<file path="src/rtl/wisc_pkg.sv">
`default_nettype none
// ---------------------------------------------------------------------------
// wisc_pkg : shared fetch-state encoding and word-width constants
// Rev 1.0
// ---------------------------------------------------------------------------
package wisc_pkg;

  localparam int WORD_W = 16;

  localparam logic [15:0] RESET_PC_DEFAULT = 16'h0000;

  // 2'd3 is unused and recovers to FETCH on the next clock
  typedef enum logic [1:0] {
    FETCH = 2'd0,
    ISSUE = 2'd1,
    HALT  = 2'd2
  } fetch_state_t;

endpackage
`default_nettype wire

</file>
<file path="src/rtl/retire_counter.sv">
`default_nettype none
// ---------------------------------------------------------------------------
// retire_counter : wrapping retired-instruction counter, async active-low clear
// Rev 1.0
// ---------------------------------------------------------------------------
module retire_counter
  import wisc_pkg::*;
(
  input  logic              clk,
  input  logic              rst_n,
  input  logic              en,
  output logic [WORD_W-1:0] count
);

  // Natural modulo-2^16 wrap on increment
  always_ff @(posedge clk or negedge rst_n) begin
    if (!rst_n) begin
      count <= '0;
    end else if (en) begin
      count <= count + {{(WORD_W-1){1'b0}}, 1'b1};
    end
  end

endmodule
`default_nettype wire

</file>
<file path="src/rtl/fetch_ctrl.sv">
`default_nettype none
// ---------------------------------------------------------------------------
// fetch_ctrl : PC owner, imem req/ack sequencing and decode handoff with halt
// Rev 1.0
// ---------------------------------------------------------------------------
module fetch_ctrl
  import wisc_pkg::*;
#(
  parameter int              PC_W     = 16,
  parameter logic [PC_W-1:0] RESET_PC = RESET_PC_DEFAULT[PC_W-1:0]
) (
  input  logic              clk,
  input  logic              rst_n,
  output logic              imem_req,
  output logic [PC_W-1:0]   imem_addr,
  input  logic              imem_ack,
  input  logic [WORD_W-1:0] imem_rdata,
  output logic              instr_valid,
  output logic [WORD_W-1:0] instr,
  output logic [PC_W-1:0]   instr_pc,
  input  logic              instr_ready,
  output logic [PC_W-1:0]   pc_cur,
  input  logic [PC_W-1:0]   npc,
  input  logic              is_halt,
  output logic              halted,
  output logic [WORD_W-1:0] retire_cnt
);

  fetch_state_t state;
  logic         retire_en;

  always_ff @(posedge clk or negedge rst_n) begin
    if (!rst_n) begin
      state    <= FETCH;
      pc_cur   <= RESET_PC;
      instr    <= '0;
      instr_pc <= '0;
    end else begin
      case (state)
        FETCH: begin
          if (imem_ack) begin
            instr    <= imem_rdata;
            instr_pc <= pc_cur;
            state    <= ISSUE;
          end
        end
        ISSUE: begin
          if (instr_ready) begin
            // Halt takes priority: PC stays on the halt instruction
            if (is_halt) begin
              state <= HALT;
            end else begin
              pc_cur <= npc;
              state  <= FETCH;
            end
          end
        end
        HALT: begin
          state <= HALT;
        end
        default: begin
          state <= FETCH;
        end
      endcase
    end
  end

  assign retire_en = (state == ISSUE) && instr_ready;

  retire_counter u_retire (
    .clk   (clk),
    .rst_n (rst_n),
    .en    (retire_en),
    .count (retire_cnt)
  );

  // Outputs decode registered state only; no input-to-output paths
  assign imem_req    = (state == FETCH);
  assign imem_addr   = pc_cur;
  assign instr_valid = (state == ISSUE);
  assign halted      = (state == HALT);

endmodule
`default_nettype wire

</file>
<file path="config.mk">
export PLATFORM = sky130hd
export DESIGN_NAME = fetch_ctrl
export DESIGN_NICKNAME = d
export VERILOG_FILES = /design/src/rtl/wisc_pkg.sv /design/src/rtl/retire_counter.sv /design/src/rtl/fetch_ctrl.sv
export SDC_FILE = /design/constraint.sdc
export NUM_CORES = 1
export LEC_CHECK = 0
export ABC_CLOCK_PERIOD_IN_PS = 1930
export CORE_MARGIN = 4
export CORE_UTILIZATION = 38
export DETAILED_ROUTE_END_ITERATION = 8
export GPL_TIMING_DRIVEN = 0
export PLACE_DENSITY = 0.85
export SETUP_SLACK_MARGIN = 0.4
export SYNTH_ARGS = -nofsm -noshare
export SYNTH_HDL_FRONTEND = slang
export SYNTH_HIERARCHICAL = 1
export SYNTH_SLANG_ARGS = --single-unit
</file>
<file path="constraint.sdc">
create_clock -name clk -period 1.93 [get_ports clk]
set_clock_uncertainty 0.2 [all_clocks]
set_input_delay 0.193 -clock clk [delete_from_list [all_inputs] [get_ports clk]]
set_output_delay 0.193 -clock clk [all_outputs]
set_load 0.01 [all_outputs]
</file>
==> results <==
- The flow ran to the end, and the final reports show no timing, DRC or antenna violations.
- The global placement routability congestion is 0.665.
- The repair_antennas step left the layout with diodes totalling 0.
- Yosys printed 6 warnings.
- The number of buffers added by the clock tree synthesis step is 9.
- The power density over the cells is 1580 mW/mm^2.
- The worst-case IR drop observed on VDD is 0.000914 V.
- The final critical-path required period is approximately 1.8 ns.
- The reported max-cap violation count is 0.
- The number of enable-type register cells in the synthesized netlist is 0.
- Using the TritonRoute via totals, the vias-per-cell ratio works out to approximately 4.7.
- The first-pass GRT wire length is 11.6 mm.
- The mapped netlist covers 0.00278 mm^2.
- The count of non-filler cells in the finished layout is 462.
- The class of the tightest hold or removal check is input pin to flop.
- The synthesized design contains 66 register bits.
- The later pin in the worst-skew pair is clocked with a latency of 0.33 ns.
- Clock-pin slew was measured on the worst setup and hold paths at approximately 0.07 ns.
- The number of antenna violations at the first check in global routing is 0.
- The top flip-flop cell by instance count after synthesis is sky130_fd_sc_hd__dfrtp_1.
- In the synthesized netlist, the number of instances is about 180.
- The final setup violation count is 0.
- For the worst flop-to-flop path, the logic depth is 5.
- The worst-case headroom to the max-slew limit is 45.8%.
- The residual overflow from global routing is 0.
- sky130_fd_sc_hd__dfrtp_1 is the most common cell in the netlist.
- The layer flagged by global routing as most heavily used is met2.
- The count of H-tree levels built during CTS is 3.
- The floorplan has 30 rows.
- The height of the die is slightly above 90 um.
- The violation count after the first detailed-route iteration is 31.
- The post-route setup TNS is 0 ns.
- The register area share after synthesis is roughly 59%.
- Of all nets on the critical path, the largest fanout is 5.
- The number of global-route vias before repair is 2,283.
- The number of failing hold endpoints at the final stage is 0.
- The worst setup path is captured at a flop.
- The fraction of synthesized cell area taken by the top area cell type is 59.4%.
- The setup slack on the worst flop-to-flop path is slightly above 0.08 ns.
- Port buffering added ~120 buffers.
- sky130_fd_sc_hd__dfrtp_1 takes more of the synthesized area than any other cell.
- From synthesis to final layout, the design area changed by 73.9%.
- The multi-input combinational cells in the finished layout cover a total of 0.00103 mm^2.
- For this design the static power due to leakage is 2.36 nW.
- Once detailed placement completed, the half-perimeter wirelength came to between 4 and 5 mm.
- The most critical setup path has its startpoint at state[1]$_DFFE_PN0P_.
- For the worst setup path, the data required time is 1.99 ns.
- The worst-case setup slack after placement is -0.168 ns.
- The number of distinct standard cells referenced by the synthesized netlist is 27.
- Registers take 0.00166 mm^2.
- The number of cells on the worst hold path is 2.
- The final worst-path setup slack is 0.0810 ns.
- The post-route core utilization is a little over two thirds.
- At the pin with the least slew margin, the transition time is 0.813 ns.
- Setup repair after global routing could not meet its margin everywhere.
- During I/O placement, the number of pins put on the boundary was between 100 and 150.
- Wires add up to 7.44 mm.
- Including well taps, the total number of placed cells is 399.
- The setup path with the least slack is of type flop to flop.
- The data arrival time of the critical path is 1.91 ns.
- For this run, the detailed router's first-pass iteration total came to 4.
- For this run, asynchronously set or reset flops after synthesis account for 100%.
- For this run, design rule violations remaining after detail routing come to 0.
- The period utilization is 95.8%.
- The floorplan step defined a die boundary enclosing 0.00875 mm^2.
- The number of nets in the synthesized netlist is 222.
- The via count is 2,152.
- The total routing usage reported by global routing is 17.1%.
- The worst hold path begins at imem_rdata[2].
- For met3 alone, demand over resource in global routing was 4.99%.
- The die width is 93.5 um.
- Static timing analysis puts the maximum clock frequency at 0.541 GHz.
- In the synthesized netlist, the cells that appear most often are sky130_fd_sc_hd__dfrtp_1, sky130_fd_sc_hd__mux2_2, sky130_fd_sc_hd__buf_4.
- Entering global routing, the biggest net connects 67 pins.
- The final-layout fill cell count is 510.
- The initial core utilization is 40.0%.
- Yosys attributes the largest share of cell area to sky130_fd_sc_hd__dfrtp_1, sky130_fd_sc_hd__mux2_2, sky130_fd_sc_hd__mux2_4.
- The startpoint of the most critical register-to-register path is state[1]$_DFFE_PN0P_.
- The final net count is 399.
- The tree is rooted in a sky130_fd_sc_hd__clkbuf_8.
- Global routing consumed, on the met2 layer, between 20 and 30% of the routing resources.
- In this run the mean area of a mapped cell was 15.1 um^2.
- The startpoint type of the worst setup path is a flop.
- The core region is 0.00694 mm^2.
- The number of antenna-violating nets in the routed design is 0.
- The number of sinks handled by clock tree synthesis is 66.
- The max-slew violation count came to 0.
- Global routing consumed, on the met1 layer, between 20% and 30% of the routing resources.
- Dividing the detail-routed wire length by the instance count gives 16.1 um.
- No sink is reached through more buffers than the 2 on the longest clock path.
- Of the cells placed in the final design, the portion with a size suffix greater than 1 is 42.6%.
- The TritonCTS clock tree is done.
-- final timing paths --
check	end
worst min register to register	u_retire/count[15]$_DFFE_PN0P_
worst min-delay path	instr[2]$_DFFE_PN0P_
min in group asynchronous	instr[4]$_DFFE_PN0P_
worst max register to register	u_retire/count[13]$_DFFE_PN0P_
worst max-delay path	u_retire/count[13]$_DFFE_PN0P_
max in group asynchronous	state[0]$_DFFE_PN0P_
-- cells by family (layout without fill, tap and decap cells) --
logic type	Yosys count	after routing	synth area share, %
flops	66	66	59.4
simple gates	29	29	6.80
mux	49	49	21.2
fa+ha+maj	1	1	0.450
buf+inv	22	204	6.80
xor+xnor	15	15	4.73
compound gates	2	2	0.585
-- layout make-up --
class                   count  area share, %
plain buffers              21           4.07
inverters                   1         0.0777
clock buffers              11           2.93
repair buffers            166           33.1
flip-flops and latches     66           34.3
multi-input cells          96           21.4
well taps                  96           2.49
clock inverters             5           1.61
-- per-stage QoR --
step | hold slack [ns] | cell area (um^2) | total power (W)
detailed placement | 0.140 | 4090 | 0.00592
global route | 0.262 | 4830 | 0.00809
floorplan | -0.303 | 2780 | 0.00401
finish | 0.275 | 4830 | 0.00762
CTS | 0.251 | 4750 | 0.00747
global placement | 0.273 | 4090 | 0.00580
-- placed cells by master, fill, tap and decap left out, drive strengths merged --
cell type,n
nand2,5
dfrtp,66
clkinvlp,1
nor2b,1
buf,70
and3,1
and4bb,1
a31o,1
dlygate4sd3,1
clkinv,2
and2,1
and2b,1
xor2,6
bufinv,2
nand3,5
dlygate4sd2,64
nor2,5
xnor2,9
nor4,1
nor3,2
and4,1
ha,1
inv,1
clkbuf,17
nor3b,1
nand4,4
mux2,49
clkdlybuf4s50,35
a211oi,1
clkdlybuf4s15,11
-- layer usage --
metal  vias up  part of all wire [%]
met3         8                   6.7
met1      1082                    40
met4         0                   1.1
li1        980                     -
met2        82                    52
met5         -                     0
-- critical path, stage by stage (launching register included) --
cell	delay, ns
sky130_fd_sc_hd__dfrtp_2	0.43
sky130_fd_sc_hd__and2b_2	0.22
sky130_fd_sc_hd__and2_4	0.16
sky130_fd_sc_hd__nand4_4	0.14
sky130_fd_sc_hd__nor4_1	0.46
sky130_fd_sc_hd__xnor2_1	0.17
-- timing repair --
action / in CTS / in global routing
setup buffers: 36 / 6
pin swaps: 8 / 11
hold endpoints to repair: 66 / 0
hold buffers: 1 / 0
cloned: 4 / 0
setup endpoints to repair: 138 / 73
resized for setup: 125 / 27
-- flip-flops by register name, indices dropped and copies added (netlist names) --
register / flops
instr: 16
instr_pc: 16
state: 2
u_retire/count: 16
imem_addr: 16
-- report_power, final --
| group | internal [W] | total, W | switching (W) |
|---|---|---|---|
| combinational | 0.00251 | 0.00395 | 0.00145 |
| clock | 0.000759 | 0.00127 | 0.000515 |
| sequential | 0.00199 | 0.00239 | 0.000406 |
No activity file was read; power rests on OpenSTA's default activity.
